File: src/rtl/multiplier.sv
// Two-stage pipelined unsigned multiplier.
// Stage 1 splits b_i into a low and a high half and registers the two
// shifted-AND partial-product sums; stage 2 recombines them into the
// full 2*width_p product. A valid bit travels with the data. Data registers
// only load on valid beats, so c_o stays at zero after reset until the first
// real result arrives.
module multiplier #(
    parameter int width_p = 16
) (
    input  logic                   clk_i,
    input  logic                   reset_i,
    input  logic                   valid_i,
    input  logic [width_p-1:0]     a_i,
    input  logic [width_p-1:0]     b_i,
    output logic                   valid_o,
    output logic [2*width_p-1:0]   c_o
);

    // Product and partial-sum widths. The low half of b_i covers bits
    // [lo_w_lp-1:0], the high half covers the remaining hi_w_lp bits.
    localparam int prod_w_lp   = 2 * width_p;
    localparam int lo_w_lp     = width_p / 2;
    localparam int hi_w_lp     = width_p - lo_w_lp;
    localparam int lo_sum_w_lp = width_p + lo_w_lp;
    localparam int hi_sum_w_lp = width_p + hi_w_lp;

    // Sum of (a AND b_lo[k]) << k over the low half of the multiplier.
    // The result cannot exceed (2^width_p - 1) * (2^lo_w_lp - 1), which fits.
    function automatic logic [lo_sum_w_lp-1:0] pp_sum_lo(
        input logic [width_p-1:0] a,
        input logic [lo_w_lp-1:0] b_lo
    );
        logic [lo_sum_w_lp-1:0] acc;
        logic [lo_sum_w_lp-1:0] a_ext;
        acc   = '0;
        a_ext = lo_sum_w_lp'(a);
        for (int k = 0; k < lo_w_lp; k++) begin
            acc = acc + ({lo_sum_w_lp{b_lo[k]}} & (a_ext << k));
        end
        return acc;
    endfunction

    // Sum of (a AND b_hi[k]) << k over the high half, weighted relative to
    // bit lo_w_lp of b; the stage-2 shift restores the absolute weight.
    function automatic logic [hi_sum_w_lp-1:0] pp_sum_hi(
        input logic [width_p-1:0] a,
        input logic [hi_w_lp-1:0] b_hi
    );
        logic [hi_sum_w_lp-1:0] acc;
        logic [hi_sum_w_lp-1:0] a_ext;
        acc   = '0;
        a_ext = hi_sum_w_lp'(a);
        for (int k = 0; k < hi_w_lp; k++) begin
            acc = acc + ({hi_sum_w_lp{b_hi[k]}} & (a_ext << k));
        end
        return acc;
    endfunction

    // Recombine the two partial sums into the full-precision product.
    function automatic logic [prod_w_lp-1:0] combine_sums(
        input logic [lo_sum_w_lp-1:0] lo_sum,
        input logic [hi_sum_w_lp-1:0] hi_sum
    );
        return prod_w_lp'(lo_sum) + (prod_w_lp'(hi_sum) << lo_w_lp);
    endfunction

    // Stage 1 state
    logic                   valid1_q, valid1_d;
    logic [lo_sum_w_lp-1:0] lo_sum_q, lo_sum_d;
    logic [hi_sum_w_lp-1:0] hi_sum_q, hi_sum_d;

    // Stage 2 state (drives the outputs directly)
    logic                   valid2_q, valid2_d;
    logic [prod_w_lp-1:0]   prod_q,   prod_d;

    // Stage 1 next state: partial sums load only on a valid input beat.
    always_comb begin
        valid1_d = valid_i;
        lo_sum_d = lo_sum_q;
        hi_sum_d = hi_sum_q;
        if (valid_i) begin
            lo_sum_d = pp_sum_lo(a_i, b_i[lo_w_lp-1:0]);
            hi_sum_d = pp_sum_hi(a_i, b_i[width_p-1:lo_w_lp]);
        end else begin
            lo_sum_d = lo_sum_q;
            hi_sum_d = hi_sum_q;
        end
    end

    // Stage 2 next state: the product loads only when stage 1 holds a valid pair.
    always_comb begin
        valid2_d = valid1_q;
        prod_d   = prod_q;
        if (valid1_q) begin
            prod_d = combine_sums(lo_sum_q, hi_sum_q);
        end else begin
            prod_d = prod_q;
        end
    end

    // Pipeline registers with synchronous reset clearing valid and data alike.
    always_ff @(posedge clk_i) begin
        if (reset_i) begin
            valid1_q <= 1'b0;
            lo_sum_q <= '0;
            hi_sum_q <= '0;
            valid2_q <= 1'b0;
            prod_q   <= '0;
        end else begin
            valid1_q <= valid1_d;
            lo_sum_q <= lo_sum_d;
            hi_sum_q <= hi_sum_d;
            valid2_q <= valid2_d;
            prod_q   <= prod_d;
        end
    end

    assign valid_o = valid2_q;
    assign c_o     = prod_q;

endmodule

File: config.mk
export PLATFORM = sky130hd
export DESIGN_NAME = multiplier
export DESIGN_NICKNAME = d
export VERILOG_FILES = /design/src/rtl/multiplier.sv
export SDC_FILE = /design/constraint.sdc
export NUM_CORES = 1
export LEC_CHECK = 0
export ABC_AREA = 0
export BUFFER_PORTS_ARGS = -buffer_cell sky130_fd_sc_hd__buf_2
export CAP_MARGIN = 25
export CORE_ASPECT_RATIO = 0.75
export CORE_MARGIN = 3
export CORE_UTILIZATION = 30
export DETAILED_ROUTE_END_ITERATION = 8
export GPL_TIMING_DRIVEN = 1
export MAX_ROUTING_LAYER = met4
export PLACE_DENSITY = 0.56
export SYNTH_ARGS = -nofsm -noshare
export SYNTH_HDL_FRONTEND = slang
export SYNTH_SLANG_ARGS = --single-unit
File: constraint.sdc
create_clock -name clk_i -period 6.6 [get_ports clk_i]
set_input_delay 0.66 -clock clk_i [delete_from_list [all_inputs] [get_ports clk_i]]
set_output_delay 0.66 -clock clk_i [all_outputs]
set_load 0.005 [all_outputs]
==> impl_results.md, run 1 <==
* Arrival time at the worst endpoint at roughly 5.2 ns
* Finished Core Util at about 34%
* First-pass GRT wire length at 48600 um
* CTS Buffer Depth at 2
* Layout Cells excl Fill at roughly 1800
* Chip height at between 150 and 200 um
* Most frequent cells in the layout: 173 x fa_1, 163 x and2_1, 145 x nand2_1, 138 x inv_1, 94 x ha_1
* Maximum vdd ir drop at 0.153 mV
* CTS tree: done
* Async SR Flop Fraction at 0%
* Layout Skew at 0.00845 ns
* Syn_area_per_cell at approximately 8.9 um^2
* Total CTS buffers at 9
* Power Density at 329 nW/um^2
* Crit-path most repeated cell: fa_1
* DR WL/cell at 16.1 um
* Number of buffers and inverters on the critical path at 3
* CP Class: in -> reg
* Global-route usage over all layers at between 10% and 20%
* Post-CTS Setup Inserts at 0
* Req. time, crit path at 6.84 ns
* Setup violations, final at 0
* Synth Warn # at 0
* Width of the die at approximately 230 um
* Max Slew Vio Count at 0
* Initial core utilization at approximately 31%
* Hold Buf Count CTS at 0
* Largest net degree at the start of global routing at 77
* Gpl congestion at 0.861
* Synthesized cell area at ~11000 um^2
* Detail Route Antenna Nets at 0
* DR pass1 iterations at 5
* Cell chain of the critical path: buf_2 > and2_1 > fa_1 > inv_1 > fa_1 > fa_1 > inv_1 > ha_1 > ha_1 > fa_1 > a21o_1 > a311o_1 > nand3_1 > a21oi_1 > or3_1 > a32o_1
* Sequential area share after synthesis at about 14%
* Final hold violations at 0
* Final HPWL DP at between 20000 and 25000 um
* Core ar. at approximately 37000 um^2
* Rel. slew slack at between 40% and 50%
* Inst Count DP at about 1800
* Peak Freq at ~0.2 GHz
* CP Launch Type: input port
* Clk slew on worst S/H paths at 0.07 ns
* DRC at 0
* Post-synth EDFFs at 0
* Synth-to-layout area growth at 9.28%
* Fin crit share at around three quarters
* Row count at 61
* First-iteration detailed-routing DRC count at between 600 and 700
* Vias in the first global route at around 9300
* RSZ-0062 raised after global routing: no
* Final Net Count at 1615
* HP Class: reg -> reg
* Via count at 9124
* I/O pins at 68
* Post-synthesis cell type count at 65
* Worst Setup End Kind: register
* Setup TNS at 0 ns
* Vias per inst at around 5.0
* Post-synthesis cell count at 1292
* Syn Nets at between 1500 and 2000
* PortBufs at 67
* Grt ovf at 0
* Max FO, Critical Path at 16
* Die Area at 40600 um^2
* Post-cts repair resize count at 0
* Ratio of cells with drive above 1 in the final layout at approximately 7.6%
* Seq cells post-synth at just over 80
* Synth Flop Type: dfxtp_1
* CP max stage delay at approximately 0.53 ns
* H-Tree Level Count at 3
* TritonCTS sink count at 82
* Least-Margin Pin Slew at between 0.7 and 0.8 ns
* Status: complete, no violations
* Maxcap violations at 0
* Slowest CP cell: fa_1
* Initial antenna violation count at 2
* Fin crit period at 4.99 ns
* Total wire length at about 29000 um
* Root buf cell: clkbuf_16
* Most common library cell in the layout ignoring fill and taps: fa_1
* Leak at around 5.9 nW
* Clock insertion delay at the later pin of the skew report at about 0.35 ns
* CP delay by family, top: adder cells
==> cell usage after synthesis (4+ instances only) <==
cell type	instances	area [um^2]
nand2_1	145	544
o21a_1	10	75.1
nor2b_1	5	31.3
clkbuf_1	52	195
xnor2_1	16	140
o22ai_1	6	37.5
or4_1	4	30.0
o31ai_1	5	37.5
o211ai_1	7	52.6
a211o_1	9	78.8
a21o_1	23	173
a311oi_1	5	43.8
o21ai_0	30	150
a32o_1	5	50.1
a2111oi_0	7	61.3
a31oi_1	8	50.1
nor2_1	72	270
xor2_1	8	70.1
inv_1	138	518
dfxtp_1	82	1640
nor3_1	9	45.0
ha_1	94	1180
nand4_1	12	75.1
nand2b_1	6	37.5
a211oi_1	12	90.1
a21oi_1	53	265
nand3_1	20	100
and3_1	10	62.6
or3_1	8	50.1
and2_1	163	1020
fa_1	173	3460
mux2i_1	36	360
buf_1	6	22.5
==> per-layer routing <==
metal | up-vias | GRT usage (%) | share of wire (%) | wire (um)
met5 | - | - | 0 | 0
met2 | 163 | 24.0 | 47 | 13900
met4 | 0 | 1.83 | 0.70 | 207
met3 | 20 | 2.53 | 4.1 | 1200
li1 | 4322 | - | - | -
met1 | 4619 | 20.9 | 48 | 14100
==> sequential cells by signal (all words and copies together), names as in the netlist <==
name / flops
lo_sum_q: 24
hi_sum_q: 24
valid_o: 1
c_o: 32
valid1_q: 1
==> metrics by stage <==
step / area, um^2 / setup WS (ns) / hold WS [ns] / power, mW
floorplan: 11500 / 1.68 / 0.424 / 2.87
global placement: 12200 / 1.26 / 0.452 / 3.61
detailed placement: 12200 / 1.28 / 0.458 / 3.64
CTS: 12500 / 1.64 / 0.472 / 4.16
global route: 12500 / 1.45 / 0.486 / 4.54
finish: 12500 / 1.61 / 0.470 / 4.13
==> worst reg2reg max path: stages, from the launching register on <==
cell and delay (ns):
dfxtp_1 0.35, ha_1 0.19, inv_1 0.06, fa_1 0.39, nand2b_1 0.20, a21oi_2 0.20
o311ai_2 0.17, a31o_1 0.38, a2111oi_0 0.52, a2111oi_1 0.12
==> report_power, final <==
group / leakage [nW] / internal, mW / switching (mW)
registers: 0.674 / 0.599 / 0.0713
logic: 5.13 / 1.22 / 1.75
clock network: 0.134 / 0.286 / 0.209
total: 5.94 / 2.10 / 2.03
==> worst paths after layout <==
check                   start           end  slack, ns  cells after the start
setup / recovery       b_i[8]  hi_sum_q[21]       1.61                     16
hold / removal    lo_sum_q[0]   lo_sum_q[0]       0.47                      2
setup reg to reg  lo_sum_q[8]       c_o[30]       3.86                      9
hold reg to reg   lo_sum_q[0]   lo_sum_q[0]       0.47                      2
==> area by class of cell <==
class                           instances  area [um^2]
Clock buffer                           13          270
Timing Repair Buffer                   72          377
Tap cell                              504          631
Sequential cell                        82         1640
Antenna cell                            3         7.51
Clock inverter                          3         22.5
Fill cell                            3931        24900
Multi-Input combinational cell       1009         9060
Inverter                              139          522
==> logic make-up after synthesis <==
group	share of synthesized area, %
multiplexers	3.14
AND/OR/NAND/NOR	20.8
adder cells (fa/ha/maj)	40.4
flip-flops	14.3
XOR/XNOR	1.83
buffers and inverters	6.68
AO/OA/AOI/OAI	12.8
Power figures use the tool's default switching activity.
==> run 2, diff against run 1 <==
--- a/config.mk
+++ b/config.mk
@@ -14,7 +14,7 @@
 export DETAILED_ROUTE_END_ITERATION = 8
 export GPL_TIMING_DRIVEN = 1
 export MAX_ROUTING_LAYER = met4
-export PLACE_DENSITY = 0.56
+export PLACE_DENSITY = 0.58
 export SYNTH_ARGS = -nofsm -noshare
 export SYNTH_HDL_FRONTEND = slang
 export SYNTH_SLANG_ARGS = --single-unit
==> constraint.sdc (replaced) <==
create_clock -name clk_i -period 4.3 [get_ports clk_i]
set_input_delay 0.43 -clock clk_i [delete_from_list [all_inputs] [get_ports clk_i]]
set_output_delay 0.43 -clock clk_i [all_outputs]
set_load 0.005 [all_outputs]
==> impl_results.md, run 2 (synthesis results as in run 1) <==
* Maximum vdd ir drop at 0.296 mV (+94%)
* H-Tree Level Count at 3 (unchanged)
* Synth-to-layout area growth at 23.5%
* CP max stage delay at 0.55 ns (+0.02 ns)
* Layout Skew at 0.00569 ns (-0.00276 ns)
* Most frequent cells in the layout: 163 x fa_1, 156 x and2_1, 142 x buf_4, 140 x nand2_1, 133 x inv_1
* Req. time, crit path at 4.54 ns (-2.30 ns)
* Worst Setup End Kind: register
* Largest net degree at the start of global routing at 78 (+1.3%)
* DRC at 0 (unchanged)
* Arrival time at the worst endpoint at 4.45 ns (-0.79 ns)
* Peak Freq at between 0.2 and 0.25 GHz
* Status: complete, no violations
* Clk slew on worst S/H paths at 0.06 ns (about the same)
* DR WL/cell at 15.7 um (-2.9%)
* Finished Core Util at 37.9% (+4.4 points)
* Clock insertion delay at the later pin of the skew report at 0.34 ns (about the same)
* Grt ovf at 0 (unchanged)
* Global-route usage over all layers at 15.8% (+0.72 points)
* Final worst slack at 0.0871 ns (-1.52 ns)
* Width of the die at 232 um (unchanged)
* Global routing usage on met1 at 21.7% (+0.80 points)
* HP Class: reg -> reg
* Core ar. at 37400 um^2 (unchanged)
* Max FO, Critical Path at 13 (-3)
* Root buf cell: clkbuf_16
* PortBufs at 67 (unchanged)
* Pre-CTS setup slack at -0.414 ns (-1.69 ns)
* Maxcap violations at 0 (unchanged)
* CP Launch Type: input port
* RSZ-0062 raised after global routing: yes
* Ratio of cells with drive above 1 in the final layout at 21.0% (+13 points)
* Total CTS buffers at 9 (unchanged)
* Crit-path most repeated cell: fa_2
* Least-Margin Pin Slew at 1.05 ns (+0.247 ns)
* CTS Buffer Depth at 2 (unchanged)
* DR pass1 iterations at 4 (-1)
* Leak at 6.71 nW (+13%)
* Most common library cell in the layout ignoring fill and taps: fa_1
* Fin crit period at ~4.2 ns
* Via count at 9571 (+4.9%)
* Initial antenna violation count at 0 (-2)
* Inst Count DP at 1935 (+7.1%)
* Vias in the first global route at 9817 (+6.0%)
* First-pass GRT wire length at 50600 um (+4.1%)
* Max reg flops at 32 (unchanged)
* Layout Cells excl Fill at 1958 (+7.3%)
* Max Slew Vio Count at 0 (unchanged)
* Gpl congestion at 0.852 (-0.98%)
* Setup violations, final at 0 (unchanged)
* Row count at 61 (unchanged)
* Die Area at 40600 um^2 (unchanged)
* Hold Buf Count CTS at 0 (unchanged)
* Final hold violations at 0 (unchanged)
* M2 GR Usage at 24.8% (+0.83 points)
* Detail Route Antenna Nets at 0 (unchanged)
* Chip height at 175 um (unchanged)
* Final HPWL DP at 25400 um (+8.6%)
* Vias per inst at 4.89 (-2.2%)
* Top Usage Layer GRT: met2
* Power Density at 556 nW/um^2 (+69%)
* Fin crit share at a little over nine tenths
* Total wire length at 30700 um (+4.2%)
* CTS tree: done
* CP Class: in -> reg
* Cell chain of the critical path: buf_2 > buf_4 > and2_1 > fa_2 > fa_2 > fa_2 > fa_2 > ha_4 > buf_4 > nand2_1 > o31ai_2 > a31oi_2 > and3_1 > or3_1 > a32o_1
* Final Net Count at 1751 (+8.4%)
* TritonCTS sink count at 82 (unchanged)
* Initial core utilization at 30.7% (unchanged)
* I/O pins at 68 (unchanged)
* First-iteration detailed-routing DRC count at 510 (-24%)
* Slowest CP cell: fa_2
* Rel. slew slack at 30.0% (-17 points)
* GR Util met3 at 2.66% (+0.13 points)
* ANT cells at 0 (-3)
[run 2: cell types whose count changed in the layout (fill, tap and decap cells not counted), moves of 10 or more]
cell and change:
ha_4 +10, fa_1 -10, buf_4 +138, fa_2 +10, ha_1 -13, buf_2 -23
[run 2: cell type report]
type / instances / area, um^2
Fill cell: 3838 / 23200
Multi-Input combinational cell: 1009 / 9470
Sequential cell: 82 / 1640
Timing Repair Buffer: 208 / 1600
Tap cell: 504 / 631
Inverter: 139 / 522
Clock buffer: 9 / 225
Clock inverter: 7 / 77.6
[run 2: per-layer routing]
layer / vias to the layer above / part of all wire [%]
met1: 4795 / 48
met5: - / 0
met4: 0 / 1.2
met3: 31 / 3.5
li1: 4592 / -
met2: 153 / 47
[run 2: path summary, 6_finish.rpt]
check	startpoint	to	slack (ns)	depth (start not counted)
setup / recovery	a_i[8]	hi_sum_q[23]	0.09	15
hold / removal	hi_sum_q[14]	hi_sum_q[14]	0.47	2
setup reg to reg	hi_sum_q[0]	c_o[30]	1.60	9
hold reg to reg	hi_sum_q[14]	hi_sum_q[14]	0.47	2
[run 2: repair_timing]
item,4_1_cts,5_1_grt
gates cloned,0,0
buffers inserted,0,7
gates resized for setup,10,110
setup endpoints to repair,7,23
pin swaps,2,38
[run 2: critical path: cells and delay by family]
kind	cells	cell delay, ns
and+or+nand+nor	4	0.70
adders and majority gates	5	2.29
buffers and inverters	3	0.49
AOI/OAI and AO/OA	3	0.51
[run 2: power by group]
group / total (mW) / internal, mW / switching [mW] / leakage (nW)
clock: 0.785 / 0.455 / 0.330 / 0.146
sequential: 1.02 / 0.919 / 0.105 / 0.674
combinational: 6.07 / 2.92 / 3.15 / 5.89
total: 7.88 / 4.30 / 3.58 / 6.71
[run 2: stage by stage]
stage / hold slack (ns) / cell area, um^2 / total power [mW] / TNS, ns
global route: 0.495 / 14200 / 8.68 / -0.0515
finish: 0.469 / 14200 / 7.88 / 0
global placement: 0.456 / 13400 / 6.47 / -6.22
CTS: 0.467 / 13700 / 7.40 / 0
floorplan: 0.424 / 11700 / 4.58 / -0.0758
detailed placement: 0.456 / 13400 / 6.53 / -6.72
==> run 3, diff against run 2 <==
--- a/config.mk
+++ b/config.mk
@@ -15,6 +15,8 @@
 export GPL_TIMING_DRIVEN = 1
 export MAX_ROUTING_LAYER = met4
 export PLACE_DENSITY = 0.58
+export RECOVER_POWER = 50
+export SKIP_LAST_GASP = 1
 export SYNTH_ARGS = -nofsm -noshare
 export SYNTH_HDL_FRONTEND = slang
 export SYNTH_SLANG_ARGS = --single-unit
==> impl_results.md, run 3 (synthesis results as in run 1) <==
* Status: finished, violations left
* Failing checks: capacitance limit, slew limit
* Maxcap violations at 1 (+1)
* Layout Skew at 0.00541 ns (-0.000280 ns)
* Worst Setup End Kind: register
* Root buf cell: clkbuf_16
* Final Net Count at 1749 (-0.11%)
* Final worst slack at 0.0735 ns (-0.0136 ns)
* Least-Margin Pin Slew at 2.55 ns (+1.50 ns)
* Initial antenna violation count at 0 (unchanged)
* Vias per inst at 4.89 (about the same)
* Clock insertion delay at the later pin of the skew report at 0.34 ns (about the same)
* H-Tree Level Count at 3 (unchanged)
* HP Class: reg -> reg
* CP Launch Type: input port
* Max Slew Vio Count at 54 (+54)
* Leak at 6.57 nW (-2.2%)
* CTS Buffer Depth at 2 (unchanged)
* ANT cells at 0 (unchanged)
* Global-route usage over all layers at 15.8% (-0.025 points)
* Fin crit share at 98.3% (+0.32 points)
* Total wire length at 30600 um (about the same)
* Maximum vdd ir drop at 0.294 mV (-0.95%)
* Setup violations, final at 0 (unchanged)
* I/O pins at 68 (unchanged)
* Largest net degree at the start of global routing at 78 (unchanged)
* Pre-CTS setup slack at -0.414 ns (unchanged)
* Rel. slew slack at -69.7% (-100 points)
* Number of buffers and inverters on the critical path at 3 (unchanged)
* First-pass GRT wire length at 50500 um (-0.15%)
* DR pass1 iterations at 6 (+2)
* WHS at 0.470 ns (+0.000170 ns)
* CP max stage delay at 0.55 ns (about the same)
* Crit-path most repeated cell: fa_1
* Synth-to-layout area growth at 22.4%
* First-iteration detailed-routing DRC count at 532 (+4.3%)
* Final hold violations at 0 (unchanged)
* Gpl congestion at 0.852 (unchanged)
* Arrival time at the worst endpoint at 4.47 ns (+0.02 ns)
* Max reg flops at 32 (unchanged)
* Fin crit period at 4.23 ns (+0.0136 ns)
* Core ar. at 37400 um^2 (unchanged)
* Clk slew on worst S/H paths at 0.06 ns (about the same)
* Most common library cell in the layout ignoring fill and taps: fa_1
* Placed cell areas at 13400 um^2 (unchanged)
* DRC at 0 (unchanged)
* Width of the die at 232 um (unchanged)
* Initial core utilization at 30.7% (unchanged)
* Chip height at 175 um (unchanged)
* CTS tree: done
* RSZ-0062 raised after global routing: yes
* Req. time, crit path at 4.54 ns (about the same)
* Grt ovf at 0 (unchanged)
* Max FO, Critical Path at 11 (-2)
* Peak Freq at 0.237 GHz (-0.32%)
* TritonCTS sink count at 82 (unchanged)
* Via count at 9564 (-0.073%)
* Slowest CP cell: fa_1
* DR WL/cell at 15.7 um (about the same)
* Die Area at 40600 um^2 (unchanged)
* Power Density at 555 nW/um^2 (-0.13%)
* Cell chain of the critical path: buf_6 > buf_12 > and2_4 > fa_1 > fa_1 > fa_1 > fa_1 > ha_4 > buf_6 > nand2_1 > o31ai_2 > a31oi_2 > and3_1 > or3_1 > a32o_1
* Row count at 61 (unchanged)
* Post-route cell area at 14000 um^2 (-0.95%)
* CP Class: in -> reg
* PortBufs at 67 (unchanged)
* Detail Route Antenna Nets at 0 (unchanged)
* Vias in the first global route at 9812 (-0.051%)
* Ratio of cells with drive above 1 in the final layout at 17.6% (-3.4 points)
* CP delay by family, top: adder cells
* Setup TNS at 0 ns (unchanged)
* Final HPWL DP at 25400 um (unchanged)
* Total CTS buffers at 9 (unchanged)
* Most frequent cells in the layout: 168 x fa_1, 158 x and2_1, 142 x nand2_1, 137 x inv_1, 137 x buf_4
-- run 3: stage by stage --
stage          cells  utilization, %  total power, mW
5_1_grt         1956            37.5             8.60
4_1_cts         1951            36.6             7.39
3_3_place_gp    1935            35.8             6.47
3_5_place_dp    1935            35.8             6.53
6_report        1956            37.5             7.79
2_1_floorplan   1292               -             4.58
-- run 3: path summary, 6_finish.rpt --
check                     from            to  slack, ns  cells past startpoint
setup / recovery       b_i[11]  hi_sum_q[23]       0.07                     15
hold / removal    hi_sum_q[14]  hi_sum_q[14]       0.47                      2
setup reg to reg      valid1_q       c_o[24]       0.81                      4
hold reg to reg   hi_sum_q[14]  hi_sum_q[14]       0.47                      2
-- run 3: worst min-delay path: stages (launching register included) --
cell and delay [ns]:
dfxtp_1 0.33, nand2_1 0.06, o41ai_1 0.05
-- run 3: power breakdown --
| group | switching (mW) | internal [mW] | total, mW |
|---|---|---|---|
| sequential | 0.105 | 0.919 | 1.02 |
| combinational | 3.11 | 2.87 | 5.98 |
| clock | 0.331 | 0.455 | 0.786 |
| total | 3.55 | 4.25 | 7.79 |
-- run 3: area by class of cell --
| cell class | count | area [um^2] |
|---|---|---|
| Fill cell | 3850 | 23400 |
| Multi-Input combinational cell | 1009 | 9420 |
| Sequential cell | 82 | 1640 |
| Timing Repair Buffer | 206 | 1520 |
| Tap cell | 504 | 631 |
| Inverter | 139 | 522 |
| Clock buffer | 9 | 225 |
| Clock inverter | 7 | 77.6 |
-- run 3: what timing repair did --
| item | CTS | global route |
|---|---|---|
| pin swaps | 1 | 37 |
| hold buffers | 0 | 0 |
| buffers inserted | 0 | 5 |
| setup endpoints to repair | 7 | 24 |
| cloned | 0 | 0 |
| resized for setup | 7 | 89 |
-- run 3: routing by layer --
metal  wire length, um  track usage, %  vias to the layer above
met1             14800            21.7                     4795
met5                 0               -                        -
li1                  -               -                     4588
met2             14400            24.8                      149
met4               388            3.12                        0
met3              1130            2.68                       32
